**src/rtl/vga_pattern_gen.sv**
```systemverilog
// VGA timing generator with four test patterns (solid, colour bars, checker, moving bar).
// Pattern selection and colour are latched once per frame so a frame is never torn.
module vga_pattern_gen #(
  parameter int   H_DISPLAY = 640,
  parameter int   H_FRONT   = 16,
  parameter int   H_SYNC    = 96,
  parameter int   H_BACK    = 48,
  parameter int   V_DISPLAY = 480,
  parameter int   V_FRONT   = 10,
  parameter int   V_SYNC    = 2,
  parameter int   V_BACK    = 33,
  parameter int   CLK_DIV   = 2,
  parameter int   RGB_W     = 3,
  parameter logic SYNC_POL  = 1'b0,
  parameter int   CHK_LOG2  = 5,
  parameter int   BAR_W     = 16
) (
  input  logic             clk,
  input  logic             reset,
  input  logic [1:0]       mode,
  input  logic [RGB_W-1:0] color,
  output logic             hsync,
  output logic             vsync,
  output logic             video_on,
  output logic [RGB_W-1:0] rgb,
  output logic             frame_tick
);

  localparam int H_TOTAL = H_DISPLAY + H_FRONT + H_SYNC + H_BACK;
  localparam int V_TOTAL = V_DISPLAY + V_FRONT + V_SYNC + V_BACK;
  localparam int HW = $clog2(H_TOTAL + 1);
  localparam int VW = $clog2(V_TOTAL + 1);
  localparam int DW = (CLK_DIV > 1) ? $clog2(CLK_DIV) : 1;
  localparam int CW = RGB_W / 3;

  localparam logic [DW-1:0] DIV_LAST = DW'(CLK_DIV - 1);
  localparam logic [HW-1:0] H_LAST   = HW'(H_TOTAL - 1);
  localparam logic [HW-1:0] H_DISP   = HW'(H_DISPLAY);
  localparam logic [HW-1:0] HS_START = HW'(H_DISPLAY + H_FRONT);
  localparam logic [HW-1:0] HS_END   = HW'(H_DISPLAY + H_FRONT + H_SYNC);
  localparam logic [HW-1:0] OFF_LAST = HW'(H_DISPLAY - 1);
  localparam logic [HW-1:0] BAR_LEN  = HW'(BAR_W);
  localparam logic [VW-1:0] V_LAST   = VW'(V_TOTAL - 1);
  localparam logic [VW-1:0] V_DISP   = VW'(V_DISPLAY);
  localparam logic [VW-1:0] VS_START = VW'(V_DISPLAY + V_FRONT);
  localparam logic [VW-1:0] VS_END   = VW'(V_DISPLAY + V_FRONT + V_SYNC);

  logic [DW-1:0]    r_div;
  logic [HW-1:0]    r_h;
  logic [VW-1:0]    r_v;
  logic [HW-1:0]    r_off;
  logic [1:0]       r_mode;
  logic [RGB_W-1:0] r_color;
  logic             r_hsync;
  logic             r_vsync;
  logic             r_video_on;
  logic [RGB_W-1:0] r_rgb;
  logic             r_frame_tick;

  logic             w_p_tick;
  logic             w_h_end;
  logic             w_frame_end;
  logic             w_vis;
  logic [7:1]       w_bar_ge;
  logic [2:0]       w_bar_idx;
  logic [RGB_W-1:0] w_bar_rgb;
  logic [HW-1:0]    w_dist;
  logic [RGB_W-1:0] w_pix;

  assign w_p_tick    = (r_div == DIV_LAST);
  assign w_h_end     = w_p_tick && (r_h == H_LAST);
  assign w_frame_end = w_h_end && (r_v == V_LAST);
  assign w_vis       = (r_h < H_DISP) && (r_v < V_DISP);

  always_ff @(posedge clk or posedge reset) begin
    if (reset) begin
      r_div        <= '0;
      r_h          <= '0;
      r_v          <= '0;
      r_off        <= '0;
      r_mode       <= '0;
      r_color      <= '0;
      r_frame_tick <= 1'b0;
    end else begin
      r_div <= w_p_tick ? '0 : r_div + DW'(1);
      if (w_p_tick)
        r_h <= (r_h == H_LAST) ? '0 : r_h + HW'(1);
      if (w_h_end)
        r_v <= (r_v == V_LAST) ? '0 : r_v + VW'(1);
      if (w_frame_end) begin
        r_mode  <= mode;
        r_color <= color;
        r_off   <= (r_off == OFF_LAST) ? '0 : r_off + HW'(1);
      end
      r_frame_tick <= w_frame_end;
    end
  end

  // Bar index x*8/H_DISPLAY via constant thresholds ceil(k*H_DISPLAY/8).
  generate
    for (genvar gi = 1; gi < 8; gi++) begin : g_bar_thr
      localparam int THR = (gi * H_DISPLAY + 7) / 8;
      assign w_bar_ge[gi] = (r_h >= HW'(THR));
    end
  endgenerate

  always_comb begin
    w_bar_idx = 3'd0;
    for (int k = 1; k < 8; k++)
      if (w_bar_ge[k]) w_bar_idx = 3'(k);
  end

  assign w_bar_rgb = {{CW{w_bar_idx[2]}}, {CW{w_bar_idx[1]}}, {CW{w_bar_idx[0]}}};

  // Distance behind the scroll offset, folded back into 0..H_DISPLAY-1 without wrap.
  assign w_dist = (r_h >= r_off) ? (r_h - r_off) : (r_h + (H_DISP - r_off));

  always_comb begin
    w_pix = '0;
    case (r_mode)
      2'd0: w_pix = r_color;
      2'd1: w_pix = w_bar_rgb;
      2'd2: w_pix = (r_h[CHK_LOG2] ^ r_v[CHK_LOG2]) ? r_color : '0;
      default: w_pix = (w_dist < BAR_LEN) ? r_color : '0;
    endcase
  end

  always_ff @(posedge clk or posedge reset) begin
    if (reset) begin
      r_hsync    <= ~SYNC_POL;
      r_vsync    <= ~SYNC_POL;
      r_video_on <= 1'b0;
      r_rgb      <= '0;
    end else begin
      r_hsync    <= ((r_h >= HS_START) && (r_h < HS_END)) ? SYNC_POL : ~SYNC_POL;
      r_vsync    <= ((r_v >= VS_START) && (r_v < VS_END)) ? SYNC_POL : ~SYNC_POL;
      r_video_on <= w_vis;
      r_rgb      <= w_vis ? w_pix : '0;
    end
  end

  assign hsync      = r_hsync;
  assign vsync      = r_vsync;
  assign video_on   = r_video_on;
  assign rgb        = r_rgb;
  assign frame_tick = r_frame_tick;

endmodule

```
**config.mk**
```make
export PLATFORM = sky130hd
export DESIGN_NAME = vga_pattern_gen
export DESIGN_NICKNAME = d
export VERILOG_FILES = /design/src/rtl/vga_pattern_gen.sv
export SDC_FILE = /design/constraint.sdc
export NUM_CORES = 1
export LEC_CHECK = 0
export ABC_AREA = 1
export CORE_ASPECT_RATIO = 1.2
export CORE_MARGIN = 2
export CORE_UTILIZATION = 35
export CTS_CLUSTER_DIAMETER = 120
export DETAILED_ROUTE_END_ITERATION = 8
export GPL_TIMING_DRIVEN = 0
export SYNTH_ARGS = -nofsm -noshare
export SYNTH_HDL_FRONTEND = slang
export SYNTH_SLANG_ARGS = --single-unit
```
**constraint.sdc**
```tcl
create_clock -name clk -period 2.9 [get_ports clk]
set_input_delay 0.435 -clock clk [delete_from_list [all_inputs] [get_ports clk]]
set_output_delay 0.435 -clock clk [all_outputs]
set_load 0.05 [all_outputs]
```
==> key figures, run 1 <==
Setup path
  • Critical Path RT: 3.10 ns
  • Crit end category: flip-flop
  • CP arrival: 2.80 ns
  • Worst reg-to-reg setup slack: 0.30 ns
  • Maximum fanout along the worst path: 5
  • Critical Path Start Type: flip-flop
  • CP Class: reg2reg

Final layout
  • Fin nets: 531
  • Most frequent cells in the layout: nand2_1, inv_1, nand3_1, dfrtp_1, nor2_1
  • Layout cell share with drive strength beyond 1: approximately 7.7%
  • Fill cells: 989
  • Most common cell after layout, fill and taps aside: nand2_1
  • Synth-to-layout area growth: 13.8%
  • Antenna diodes: 0

Power and ir drop
  • Pwr dens: 312 mW/mm2
  • Power, Total: 1210 uW
  • Max VDD drop: just under 300 uV
  • Leak: just under 0.002 uW

Timing
  • Final hold vios: 0
  • Max Clk Rate: 385 MHz
  • Final setup viols: 0
  • RSZ-0062 raised after global routing: no
  • Final period demand of the worst path: roughly 2.6 ns
  • Final setup skew: 0.00785 ns
  • Slew Viols, Final: 0
  • Tcrit/Tclk final: approximately nine tenths
  • Slew @ Worst Pin: 0.823 ns
  • Max_slew headroom: 45.0%
  • Setup_tns: 0 ns

Synthesis
  • Cell count after synthesis: 473
  • Syn Std Cell Area: 0.00341 mm2
  • Seq cells post-synth: 43
  • Netlist cell types: 43
  • Post-synth EDFFs: 0
  • Syn Nets: between 500 and 600
  • Most common flop cell mapped by yosys: dfrtp_1
  • Synth warn: 0
  • Fraction of registers with async set/reset: 100%
  • Mean Syn Cell Area: 7.20 um2
  • Sequential fraction of the synthesis area: 31.7%

Global routing
  • Total gr overflow: 0
  • First-pass GRT wire length: between 10,000 and 15,000 um
  • Initial antenna violation count: 0
  • Tot GR Track Use: 16.8%
  • Vias in the first global route: 3,077
  • Largest net degree at the start of global routing: 32

Clock network
  • Skew-Pair Late Insertion Delay: 0.28 ns
  • Htree depth: 2
  • Clock Tree Buf Depth: 2
  • Num CTS Buffers: 5
  • CTS tree: done
  • Clk sinks: 43
  • Worst-path clk slew: 0.06 ns
  • Root Buffer Master: clkbuf_16

Detailed routing
  • Drt total wl: 8030 um
  • Via count: 3,047
  • DR DRC count: 0
  • Antenna violation net count after detailed routing: 0
  • TritonRoute pass-1 iters: 5
  • Vias per Instance: about 4.9
  • Iteration-0 DRC Markers: 95
  • WL/cell: about 13 um

Die
  • Starting Density: 35.8%
  • Die area: 0.0105 mm2
  • Die Height: 112 um
  • # IOs: 14
  • Die width: 94.1 um
  • Rows: 39
  • Core Area: 0.00952 mm2

Outcome
  • Status: finished clean

Place
  • Port bufs: 13
  • Routability congestion estimate: 0.873
  • Final HPWL DP: 6510 um

Run
  • Max Cap Violations: 0

Hold path
  • Hold Crit Class: in2async
## cells by family (layout without fill, tap and decap cells)
kind of cell               after synthesis  count (layout)  share of synthesized area (%)
AOI/OAI and AO/OA                       52              52                           8.71
xor gates and xnor gates                 7               7                           1.80
adders and majority gates               30              30                           12.6
buffers and inverters                   92             114                           10.9
DFF                                     43              43                           31.7
and+or+nand+nor                        249             249                           34.3
## through the flow
stage / utilization [%] / std cells / worst slack, ns / hold WS [ns] / area (um2)
after floorplan: - / 473 / 0.690 / 0.442 / 3410
after global placement: 38.8 / 609 / 0.238 / 0.463 / 3690
after detailed placement: 39.0 / 610 / 0.228 / 0.460 / 3710
after CTS: 40.6 / 618 / 0.206 / 0.435 / 3870
after global routing: 40.7 / 618 / 0.0271 / 0.467 / 3870
final: 40.7 / 618 / 0.302 / 0.427 / 3870
## power by group
group / leakage (uW) / internal [uW] / switching (uW)
Sequential: 0.000548 / 600 / 0
Combinational: 0.00135 / 9.82 / 12.8
Clock: 0.0000772 / 367 / 221
Total: 0.00197 / 977 / 234
## state kept, by name (all words and copies together) (netlist names), 2 cells and up
name and count:
r_h 10, r_off 10, r_v 10, r_color 3
rgb 3, r_mode 2
## cells in the mapped netlist (2+ instances only)
library cell | number | area share, %
a211oi_1 | 2 | 0.44
a21oi_1 | 21 | 3.1
a31oi_1 | 4 | 0.73
and3_1 | 2 | 0.37
buf_6 | 3 | 0.99
dfrtp_1 | 41 | 30
dfstp_2 | 2 | 1.5
fa_1 | 7 | 4.1
ha_1 | 23 | 8.4
inv_1 | 82 | 9.0
inv_2 | 4 | 0.44
nand2_1 | 119 | 13
nand2_2 | 3 | 0.55
nand3_1 | 41 | 6.0
nand3_2 | 2 | 0.59
nand3b_1 | 4 | 0.88
nand4_1 | 12 | 2.2
nor2_1 | 34 | 3.7
nor3_1 | 17 | 2.5
nor3_2 | 2 | 0.59
nor4_1 | 5 | 0.92
o21ai_0 | 16 | 2.4
o31ai_1 | 2 | 0.44
xor2_1 | 6 | 1.5
## routing by layer
metal	track usage, %	wire [um]	share of wire, %	up-vias
met1	21.7	3530	44	1420
met5	0	0	0	-
met3	1.88	165	2.1	11
met4	5.12	147	1.8	0
met2	29.4	4180	52	49
li1	-	-	-	1567
## layout make-up
cell class,instances,area [um2],share of cell area [%]
Inverter,87,330,8.52
Timing Repair Buffer,14,150,3.87
Clock buffer,8,156,4.04
Tap cell,123,154,3.97
Buffer,5,46.3,1.19
Sequential cell,43,1080,27.8
Multi-Input combinational cell,338,1960,50.6
## what timing repair did
action,4_1_cts,5_1_grt
resized for setup,0,4
hold buffers,0,0
setup buffers,0,0
setup endpoints to repair,0,3
## worst max-delay path, stage by stage, from the launching register on
cell and delay (ns):
dfrtp_1 0.42, inv_1 0.15, ha_1 0.25, fa_1 0.55, inv_1 0.10, o21ai_0 0.26, nor2_1 0.11, nand2_1 0.08
nand2_1 0.05, nand3_1 0.06, nand2_1 0.07, nor2_2 0.17, nand3_1 0.10, a21oi_1 0.15
## worst paths after layout
path                       startpoint      to  cells after the start
max reg2reg                  r_off[5]  rgb[0]                     13
min                             reset  rgb[2]                      2
min reg2reg                    r_v[8]  r_v[8]                      1
min in group clk               r_v[8]  r_v[8]                      1
max in group asynchronous       reset   vsync                      3
max                          r_off[5]  rgb[0]                     13
No activity file was read; power rests on OpenSTA's default activity.
==> inputs of run 2 (changes only) <==
--- a/config.mk
+++ b/config.mk
@@ -6,12 +6,14 @@
 export NUM_CORES = 1
 export LEC_CHECK = 0
 export ABC_AREA = 1
+export CELL_PAD_IN_SITES_DETAIL_PLACEMENT = 0
+export CELL_PAD_IN_SITES_GLOBAL_PLACEMENT = 1
 export CORE_ASPECT_RATIO = 1.2
-export CORE_MARGIN = 2
 export CORE_UTILIZATION = 35
 export CTS_CLUSTER_DIAMETER = 120
 export DETAILED_ROUTE_END_ITERATION = 8
 export GPL_TIMING_DRIVEN = 0
+export PLACE_DENSITY_LB_ADDON = 0.1
 export SYNTH_ARGS = -nofsm -noshare
 export SYNTH_HDL_FRONTEND = slang
 export SYNTH_SLANG_ARGS = --single-unit
==> run 2 against run 1 <==
Design area grew 0.45%; first-iteration DRC count is 15% lower; count of clock-buffer cells in the layout decreased by 2; critical path type unchanged; non-clock buffer count did not move.
==> key figures, run 2 (synthesis gave the netlist of run 1 again) <==
Detailed routing
  • Via count: 3,046
  • Antenna violation net count after detailed routing: 0
  • Vias per Instance: 4.93
  • Met2 WL: 4580 um
  • WL/cell: approximately 14 um
  • DR DRC count: 0
  • Metal3 WL: about 110 um
  • Iteration-0 DRC Markers: 81
  • Highest metal used: met4
  • Wl on met1: 3850 um
  • TritonRoute pass-1 iters: 4
  • Drt total wl: 8720 um

Setup path
  • Critical Path Start Type: flip-flop
  • Most used cell, CP: nand2_1
  • CP arrival: 2.83 ns
  • Worst reg-to-reg setup slack: approximately 0.27 ns
  • Worst path bufs/invs: 2
  • Top delay family on crit path: adder cells
  • Master of the slowest instance on the critical path: fa_1
  • Crit path cell chain: ha_1 > fa_1 > inv_1 > o21ai_0 > inv_1 > nand2_1 > nand2_1 > nand3_1 > nand2_1 > nor2_2 > nand3_1 > a21oi_1
  • Crit end category: flip-flop
  • CP Class: reg2reg
  • Maximum fanout along the worst path: 8
  • Critical Path RT: 3.11 ns
  • Slowest Stage Delay on Critical Path: 0.56 ns

Die
  • Die area: 0.0101 mm2
  • # IOs: 14
  • Die Height: 110 um
  • Starting Density: 36.0%
  • Die width: ~92 um
  • Rows: 39
  • Core Area: between 0.009 and 0.01 mm2

Place
  • Final HPWL DP: 7180 um
  • Routability congestion estimate: 0.900
  • Port bufs: 13

Global routing
  • First-pass GRT wire length: around 15,000 um
  • Largest net degree at the start of global routing: 35
  • Tot GR Track Use: 19.2%
  • Vias in the first global route: 3,109
  • Initial antenna violation count: 0
  • Total gr overflow: 0

Final layout
  • Fill cells: ~1,000
  • Layout cell share with drive strength beyond 1: 7.88%
  • Fin nets: 531
  • Most frequent cells in the layout: nand2_1, inv_1, nand3_1, dfrtp_1, nor2_1
  • Leading registers by flop count: r_h (10), r_off (10), r_v (10)
  • Area of the multi-input gates: 0.00196 mm2
  • Antenna diodes: 0
  • Most common cell after layout, fill and taps aside: nand2_1
  • Synth-to-layout area growth: 14.3%
  • Storage cell area: between 0.001 and 0.0015 mm2

Clock network
  • Clk sinks: 43
  • Num CTS Buffers: 5
  • Clock Tree Buf Depth: 2
  • Root Buffer Master: clkbuf_16
  • Worst-path clk slew: 0.06 ns
  • Cts hold-fix bufs: 0
  • Skew-Pair Late Insertion Delay: 0.29 ns
  • CTS tree: done
  • Htree depth: 2

Timing
  • Max Clk Rate: about 380 MHz
  • Tcrit/Tclk final: 90.6%
  • Final setup viols: 0
  • Slew Viols, Final: 0
  • Setup_tns: 0 ns
  • Final period demand of the worst path: 2.63 ns
  • Final hold vios: 0
  • Final setup skew: approximately 0.0076 ns
  • Slew @ Worst Pin: roughly 0.7 ns
  • RSZ-0062 raised after global routing: no
  • Max_slew headroom: 53.1%

Power and ir drop
  • Leak: 0.00198 uW
  • Power, Total: 1280 uW
  • Max VDD drop: 309 uV
  • Pwr dens: 330 mW/mm2

Outcome
  • Status: finished clean

Hold path
  • Hold Crit Class: in2async

Run
  • Max Cap Violations: 0
[run 2: path summary, 6_finish.rpt]
| check | start | end | cells past startpoint |
|---|---|---|---|
| max | r_h[4] | rgb[2] | 12 |
| min | reset | frame_tick | 2 |
| max reg2reg | r_h[4] | rgb[2] | 12 |
| min reg2reg | r_v[8] | r_v[8] | 1 |
| max in group asynchronous | reset | vsync | 3 |
| min in group clk | r_v[8] | r_v[8] | 1 |
[run 2: worst register-to-register path: stages (launching register included)]
cell,delay (ns)
dfrtp_1,0.49
ha_1,0.28
fa_1,0.56
inv_1,0.07
o21ai_0,0.28
inv_1,0.10
nand2_1,0.08
nand2_1,0.05
nand3_1,0.09
nand2_1,0.07
nor2_2,0.21
nand3_1,0.12
a21oi_1,0.14
[run 2: routing by layer]
layer / vias to the layer above / GRT usage (%)
met5: - / 0
met4: 0 / 6.47
met1: 1441 / 22.0
li1: 1571 / -
met2: 24 / 37.0
met3: 10 / 2.26
[run 2: timing repair]
action / in CTS / in global routing
endpoints found under the hold margin: 0 / 0
buffers inserted: 0 / 0
resized for setup: 0 / 3
endpoints found under the setup margin: 0 / 3
[run 2: area by class of cell]
cell class                 count  share of cell area (%)
clock buffer                   6                    3.57
inverter                      87                    8.49
tap                          123                    3.95
multi-input combinational    338                    50.3
buffer                         5                    1.19
sequential                    43                    27.7
clock inverter                 2                   0.900
timing repair buffer          14                    3.86
[run 2: metrics by stage]
step | cell area [um2] | cells | worst slack [ns] | hold WS (ns) | utilization, %
global placement | 3690 | 609 | 0.163 | 0.461 | 39.0
floorplan | 3410 | 473 | 0.690 | 0.442 | -
finish | 3890 | 618 | 0.273 | 0.398 | 41.1
detailed placement | 3710 | 610 | 0.143 | 0.458 | 39.2
CTS | 3880 | 618 | 0.108 | 0.398 | 41.0
global route | 3890 | 618 | 0.0260 | 0.418 | 41.1
[run 2: power breakdown]
| part | internal (uW) | switching (uW) |
|---|---|---|
| registers | 600 | 0 |
| clock network | 428 | 233 |
| logic | 9.88 | 13.6 |
| total | 1040 | 246 |
